<file path="src/rtl/uart_tx_pkg.sv">
// Shared types and defaults for the UART transmit bridge.
package uart_tx_pkg;

  typedef enum logic [2:0] {IDLE, LOAD, STROBE, WAIT_LOW, WAIT_HIGH} tx_state_t;

  localparam int UART_TX_DEFAULT_DEPTH   = 8;
  localparam int UART_TX_DEFAULT_TIMEOUT = 16;

endpackage

</file>
<file path="src/rtl/uart_tx_bridge_byte_fifo.sv">
// Circular byte FIFO with registered full/empty/count flags.
module byte_fifo
  import uart_tx_pkg::*;
#(
  parameter int DEPTH = UART_TX_DEFAULT_DEPTH
) (
  input  logic                     clk,
  input  logic                     nrst,
  input  logic                     push,
  input  logic [7:0]               push_data,
  input  logic                     pop,
  output logic [7:0]               head,
  output logic                     full,
  output logic                     empty,
  output logic [$clog2(DEPTH):0]   count
);

  localparam int AW = $clog2(DEPTH);
  localparam int CW = AW + 1;

  logic [7:0]    mem [DEPTH];
  logic [AW-1:0] wptr;
  logic [AW-1:0] rptr;
  logic [CW-1:0] count_next;
  logic          push_ok;
  logic          pop_ok;

  // Gate on the registered flags so a same-edge pop never frees room for a push.
  assign push_ok = push & ~full;
  assign pop_ok  = pop & ~empty;
  assign head    = mem[rptr];

  always_comb begin
    count_next = count;
    if (push_ok && !pop_ok) begin
      count_next = count + CW'(1);
    end else if (pop_ok && !push_ok) begin
      count_next = count - CW'(1);
    end
  end

  always_ff @(posedge clk) begin
    if (push_ok) begin
      mem[wptr] <= push_data;
    end
  end

  always_ff @(posedge clk or negedge nrst) begin
    if (!nrst) begin
      wptr  <= '0;
      rptr  <= '0;
      count <= '0;
      full  <= 1'b0;
      empty <= 1'b1;
    end else begin
      if (push_ok) begin
        wptr <= wptr + AW'(1);
      end
      if (pop_ok) begin
        rptr <= rptr + AW'(1);
      end
      count <= count_next;
      full  <= (count_next == CW'(DEPTH));
      empty <= (count_next == '0);
    end
  end

endmodule

</file>
<file path="src/rtl/uart_tx_bridge.sv">
// CPU-to-UART transmit bridge: byte FIFO drained by a txclk/txready handshake FSM.
module uart_tx_bridge
  import uart_tx_pkg::*;
#(
  parameter int DEPTH        = UART_TX_DEFAULT_DEPTH,
  parameter int BUSY_TIMEOUT = UART_TX_DEFAULT_TIMEOUT
) (
  input  logic                     clk,
  input  logic                     nrst,
  input  logic                     wr_en,
  input  logic [7:0]               wr_data,
  output logic                     full,
  output logic                     empty,
  output logic [$clog2(DEPTH):0]   count,
  output logic                     overflow,
  output logic                     busy,
  output logic [7:0]               txdata,
  output logic                     txclk,
  input  logic                     txready
);

  localparam int TW = $clog2(BUSY_TIMEOUT + 1);

  tx_state_t     state;
  tx_state_t     state_next;
  logic [TW-1:0] tcnt;
  logic [TW-1:0] tcnt_next;
  logic [7:0]    head;
  logic          load;
  logic          pop;

  // The head byte leaves the FIFO on the edge that ends the strobe cycle.
  assign pop  = (state == STROBE);
  assign busy = (state != IDLE);

  byte_fifo #(
    .DEPTH(DEPTH)
  ) u_fifo (
    .clk       (clk),
    .nrst      (nrst),
    .push      (wr_en),
    .push_data (wr_data),
    .pop       (pop),
    .head      (head),
    .full      (full),
    .empty     (empty),
    .count     (count)
  );

  always_comb begin
    state_next = state;
    tcnt_next  = tcnt;
    load       = 1'b0;
    case (state)
      IDLE: begin
        if (!empty && txready) begin
          state_next = LOAD;
          load       = 1'b1;
        end
      end
      LOAD: begin
        state_next = STROBE;
      end
      STROBE: begin
        tcnt_next  = '0;
        state_next = WAIT_LOW;
      end
      WAIT_LOW: begin
        // A UART that never drops txready is assumed to have taken the byte.
        if (!txready) begin
          state_next = WAIT_HIGH;
        end else if (tcnt == TW'(BUSY_TIMEOUT - 1)) begin
          state_next = IDLE;
        end else begin
          tcnt_next = tcnt + TW'(1);
        end
      end
      WAIT_HIGH: begin
        if (txready) begin
          state_next = IDLE;
        end
      end
      default: begin
        state_next = IDLE;
      end
    endcase
  end

  always_ff @(posedge clk or negedge nrst) begin
    if (!nrst) begin
      state    <= IDLE;
      tcnt     <= '0;
      txdata   <= 8'h00;
      txclk    <= 1'b0;
      overflow <= 1'b0;
    end else begin
      state <= state_next;
      tcnt  <= tcnt_next;
      if (load) begin
        txdata <= head;
      end
      txclk <= (state_next == STROBE);
      if (wr_en && full) begin
        overflow <= 1'b1;
      end
    end
  end

endmodule

</file>
<file path="config.mk">
export PLATFORM = sky130hd
export DESIGN_NAME = uart_tx_bridge
export DESIGN_NICKNAME = d
export VERILOG_FILES = /design/src/rtl/uart_tx_pkg.sv /design/src/rtl/uart_tx_bridge_byte_fifo.sv /design/src/rtl/uart_tx_bridge.sv
export SDC_FILE = /design/constraint.sdc
export NUM_CORES = 1
export LEC_CHECK = 0
export ABC_AREA = 1
export CORE_AREA = 8 8 92 94
export CTS_CLUSTER_DIAMETER = 30
export DETAILED_ROUTE_END_ITERATION = 10
export DIE_AREA = 0 0 100 102
export PLACE_DENSITY = 0.78
export SYNTH_ARGS = -nofsm -noshare
export SYNTH_HDL_FRONTEND = slang
export SYNTH_SLANG_ARGS = --single-unit
</file>
<file path="constraint.sdc">
create_clock -name clk -period 2.2 [get_ports clk]
set_input_delay 0.22 -clock clk [delete_from_list [all_inputs] [get_ports clk]]
set_output_delay 0.22 -clock clk [all_outputs]
set_load 0.03 [all_outputs]
</file>
# Yosys cells after proc, flatten, opt, wreduce, memory -nomap -nowiden
# Memory sizes are Yosys's and may differ from the RTL's. A register that Yosys moved wholly into a read port is not among the register bits.
# Cells that the tools add are included.
totals:
  ff_bits: 22
  latch_bits: 0
  mem_bits_rw: 64
  mem_bits_ro: 0
  out_inout_bits: 17
  mem_count: 1
mem_list:
  columns: ["name", "depth", "width", "read_ports", "rd_clocked_by_memory_dff", "wr", "line_no", "text"]
  rows:
  - ["u_fifo.mem", 8, 8, 1, 1, 1, "uart_tx_bridge_byte_fifo.sv:21", "logic [7:0] mem [DEPTH];"]
op_classes:
  add_sub_neg: 5
  multipliers: 0
  div: 0
  n_lt_le_gt_ge: 0
  eq_ne: 9
  shifts: 0
  muxes: 14
  n_bitwise: 4
  n_reduce_logical: 13
op_table:
  columns: ["cell", "count"]
  rows:
  - ["3-bit one-hot mux with 5 select lines", 1]
  - ["3-bit two-way mux", 4]
  - ["5-bit two-way mux", 2]
  - ["5-bit one-hot mux with 2 select lines", 1]
  - ["3-bit by 2-bit == test with 1-bit output, second input constant", 3]
  - ["4-bit two-way mux", 2]
  - ["3-bit by 1-bit adder with 3-bit output, second input constant", 2]
  - ["5-bit by 1-bit adder with 5-bit output, second input constant", 1]
  - ["5-bit by 4-bit == test with 1-bit output, second input constant", 1]
  - ["4-bit by 1-bit adder with 4-bit output, second input constant", 1]
  - ["4-bit == test, second input constant", 1]
  - ["1-bit logical AND", 4]
  - ["1-bit zero test", 4]
  - ["4-bit zero test", 1]
  - ["1-bit two-way mux", 4]
  - ["2-bit != test, second input constant", 2]
  - ["4-bit by 1-bit subtractor with 4-bit output, second input constant", 1]
  - ["3-bit by 1-bit == test with 1-bit output, second input constant", 1]
  - ["3-bit == test, second input constant", 1]
  - ["3-bit zero test", 1]
  - ["3-bit AND reduction", 1]
  - ["3-bit nonzero test", 1]
  - ["1-bit AND", 2]
  - ["1-bit NOT", 2]
  - ["2-bit nonzero test", 1]

# Longest topological paths before layout
depth:
  depth_word: 7
  mapped_depth: 10
  mapped_depth_nobuf: 10

# Cells and area by module
# A second synthesis with hierarchy kept.
unflattened:
  hier_cells: 384
  area_unflattened_um2: 4116.4
modules_own_cells:
  columns: ["mod", "n_inst", "cells_per_inst", "area_per_inst_um2"]
  rows:
  - ["byte_fifo", 1, 293, 3241.9]
  - ["uart_tx_bridge", 1, 91, 874.6]

# Worst setup path before layout
# No wires, ideal clock.
synth_path:
  path_type: "register to register"
  from: "register u_fifo.full"
  to: "memory u_fifo.mem[4][0] (enable)"
  t_arrival_ns: 1.536
  path_slack_ns: 0.293
  path_stages_with_launch: 5
  period_less_slack_ns: 1.907
  path_cell_list: "dfrtp_1 > nor2_8 > inv_2 > or2_2 > nor2_1"
synth_between:
  elab_chain_cells: 4
synth_lines:
  columns: ["item", "line_no", "text"]
  rows:
  - ["start: declaration", "uart_tx_bridge_byte_fifo.sv:13", "output logic full,"]
  - ["start signal: assignment", "uart_tx_bridge_byte_fifo.sv:63", "full <= (count_next == CW'(DEPTH));"]
  - ["1-bit NOT", "uart_tx_bridge_byte_fifo.sv:29", "assign push_ok = push & ~full;"]
  - ["1-bit AND", "uart_tx_bridge_byte_fifo.sv:29", null]
  - ["1-bit two-way mux", "uart_tx_bridge_byte_fifo.sv:43", "if (push_ok) begin"]
  - ["1-bit two-way mux (implied by the code)", "uart_tx_bridge_byte_fifo.sv:44", "mem[wptr] <= push_data;"]
  - ["end: declaration", "uart_tx_bridge_byte_fifo.sv:21", null]
# No other way between the ends.

# Worst setup path in the final report
layout_path:
  from: "register state[1]"
  to: "output port busy"
layout_between:
  elab_chain_cells: 1
layout_lines:
  columns: ["item", "line_no", "text"]
  rows:
  - ["start: declaration", "uart_tx_bridge.sv:24", "tx_state_t state;"]
  - ["start signal: assignment", "uart_tx_bridge.sv:97", "state <= state_next;"]
  - ["3-bit nonzero test", "uart_tx_bridge.sv:34", "assign busy = (state != IDLE);"]
  - ["end: declaration", "uart_tx_bridge.sv:16", "output logic busy,"]
# No other way between the ends.

==> run metrics <==
LEAKAGE=1.785 nW; worst-margin pin slew=between 0.4 and 0.5 ns; Final Instance Area=between 4000 and 5000 sq um; Placer Congestion=0.8793; RSZ-0062 raised after global routing=false; skew final=~0.011 ns; Max Freq=517.5 MHz; Synth cell types=32; Mapped Cells=348; Slowest cell on crit path=clkdlybuf4s50_1; Overflow after GRT=0; Pins Over Slew Limit=0; largest net degree at the start of global routing=34; layout cells sized above 1=12.94%; CTS Buffer Depth=2; top cell type's share of synthesized area=48.55%; buffer count from post-CTS setup fixing=0; Total GRT Usage=17.21%; CTS clk-pin slew, worst paths=~0.09 ns; Iteration-0 DRC Markers=about 200; # rows=31; Crit Path Max Fanout=5; I/O pins=29; Die X=100 um; number of max-cap violations=0; Vias=2,752; Data arrival, critical path=1.71 ns; Syn Nets=366; commonest cells after routing, fill and taps aside=64 x edfxtp_1, 56 x nor2_1, 45 x nand2_1; vias in the first global route=2,630; first-pass GRT wire length=13,200 um; CP delay by family, top=buffers and inverters; H-tree Lvls=3; Tmin final=1.932 ns; Routed Antenna Nets=0; top area cells in the synthesized netlist=edfxtp_1 49%, dfrtp_1 18%, nor2_1 5.3%; clk_lat worst skew=between 0.3 and 0.4 ns; DP Area=4408 sq um; kind of critical path=flop to primary output; clock root buffer=clkbuf_8; antenna violations before repair=0; setup TNS=0 ns; reg-to-reg startpoint=tcnt[0]; Rel. slew slack=between 60% and 70%; worst setup margin=approximately 0.27 ns; delay of the slowest critical-path stage=roughly 0.69 ns; register area share after synthesis=~68%; fin crit share=between 80% and 90%; CP Launch Type=flop; CTS tree=yes; final-report setup violation count=0; Buf+Inv Stages, Crit Path=1; yosys warns=0; drt wl/cell=approximately 17 um; DRC viols=0; IO Port Bufs=28; Antenna Cells=0; reg2reg end=tcnt[3]; final wirelength=roughly 8500 um; Critical Path End Type=primary output; core area=about 7100 sq um; number of vias per cell=5.582; Hold Fails Final Rpt=0; Synth area leader=edfxtp_1; Initial DRT Pass Iterations=5; status=complete, no violations; commonest non-fill, non-tap cell in the layout=edfxtp_1; Seq cells post-synth=94; CTS buffer count=9; Die Y=102 um; Post-CTS Hold Buffers=0; Die ar.=10,200 sq um; Power Dens Cells=1356 nW/um^2; area delta synth->final=16.06%; initial core utilization=56.08%; required time of the critical path=1.98 ns; DP HPWL=5775 um; clock sink count=94; Stages on worst setup path=3; Avg Cell Area, Syn=11.38 sq um; worst reg-to-reg path cell count=8; r2r setup slk=about 0.54 ns; post-synthesis cell area=3959 sq um; maximum vdd drop=1046 uV; Net count, final=a little over 400; cells along the critical path=nor2_1 > nand2_1 > clkdlybuf4s50_1; DP Worst Slack=0.3261 ns; worst hold-check path type=input pin to async pin; PostCTS Resize Cnt=0
-- cell type report --
cell class	instances	area (sq um)
clock inverters	3	16.27
repair buffers	40	370.4
flip-flops and latches	94	2674
fillers	564	2465
clock buffers	13	170.2
multi-input cells	216	1135
inverters	28	105.1
well taps	99	123.9
-- cell usage after synthesis (all sizes together) --
| cell type | n |
|---|---|
| a21o | 1 |
| a21oi | 4 |
| buf | 6 |
| clkbuf | 4 |
| clkinv | 2 |
| dfrtp | 29 |
| dfstp | 1 |
| edfxtp | 64 |
| ha | 6 |
| inv | 26 |
| nand2 | 49 |
| nand3 | 19 |
| nand3b | 1 |
| nand4 | 2 |
| nor2 | 62 |
| nor3 | 5 |
| o21ai | 49 |
| o221ai | 8 |
| o22ai | 5 |
| or2 | 1 |
| xor2 | 4 |
-- power breakdown --
part | internal [W] | switching [W] | leakage (nW) | total, W
clock | 0.000509 | 0.000578 | 0.0989 | 0.00109
combinational | 0.000876 | 0.00167 | 0.731 | 0.00255
sequential | 0.00232 | 0.000271 | 0.955 | 0.00259
-- flip-flops by register name, summed over array words and instances, names as in the netlist --
| name | count |
|---|---|
| u_fifo.empty | 1 |
| overflow | 1 |
| state | 3 |
| txclk | 1 |
| u_fifo.wptr | 3 |
| txdata | 8 |
| tcnt | 5 |
| u_fifo.rptr | 3 |
| u_fifo.full | 1 |
| u_fifo.count | 4 |
| u_fifo.mem | 64 |
-- how the worst max path moves through the flow --
stage / from / endpoint / slack [ns]
3_5_place_dp: wr_en / u_fifo.mem[4][5] / 0.33
5_1_grt: state[1] / busy / 0.19
2_1_floorplan: u_fifo.full / u_fifo.mem[4][0] / 0.29
4_1_cts: state[2] / busy / 0.25
3_3_place_gp: wr_en / u_fifo.mem[0][0] / 0.34
6_report: state[1] / busy / 0.27
-- metrics by stage --
step | total power [W] | util (%) | hold slack, ns | cells
5_1_grt | 0.006567 | 65.08 | 0.2806 | 493
3_5_place_dp | 0.005154 | 62.44 | 0.4512 | 477
2_1_floorplan | 0.004301 | - | -0.07559 | 348
6_report | 0.006232 | 65.08 | 0.2565 | 493
4_1_cts | 0.006232 | 65.08 | 0.2613 | 493
3_3_place_gp | 0.005079 | 62.44 | 0.4393 | 477
-- kinds of logic after synthesis --
| family | after synthesis | synth area share [%] |
|---|---|---|
| AND/OR/NAND/NOR | 139 | 16.44 |
| AO/OA/AOI/OAI | 67 | 9.450 |
| buffers and inverters | 38 | 3.793 |
| flip-flops | 94 | 67.54 |
| XOR/XNOR | 4 | 0.8849 |
| adder cells (fa/ha/maj) | 6 | 1.896 |
-- routing by layer --
| metal | GRT usage (%) | up-vias | share of wire, % | wire length, um |
|---|---|---|---|---|
| li1 | - | 1290 | - | - |
| met2 | 28.73 | 120 | 49 | 4142 |
| met5 | 0 | - | 0 | 0 |
| met3 | 3.815 | 23 | 7.3 | 620 |
| met4 | 7.907 | 0 | 2.4 | 201 |
| met1 | 20.94 | 1319 | 42 | 3540 |
-- worst register-to-register path: stages (launching register included) --
cell and delay [ns]:
dfrtp_1 0.41, ha_1 0.22, nand2_1 0.09, nor2_1 0.05, ha_1 0.18, nor3_1 0.20
nand4_1 0.14, o21ai_0 0.21, a21oi_1 0.06
Power figures use the tool's default switching activity.
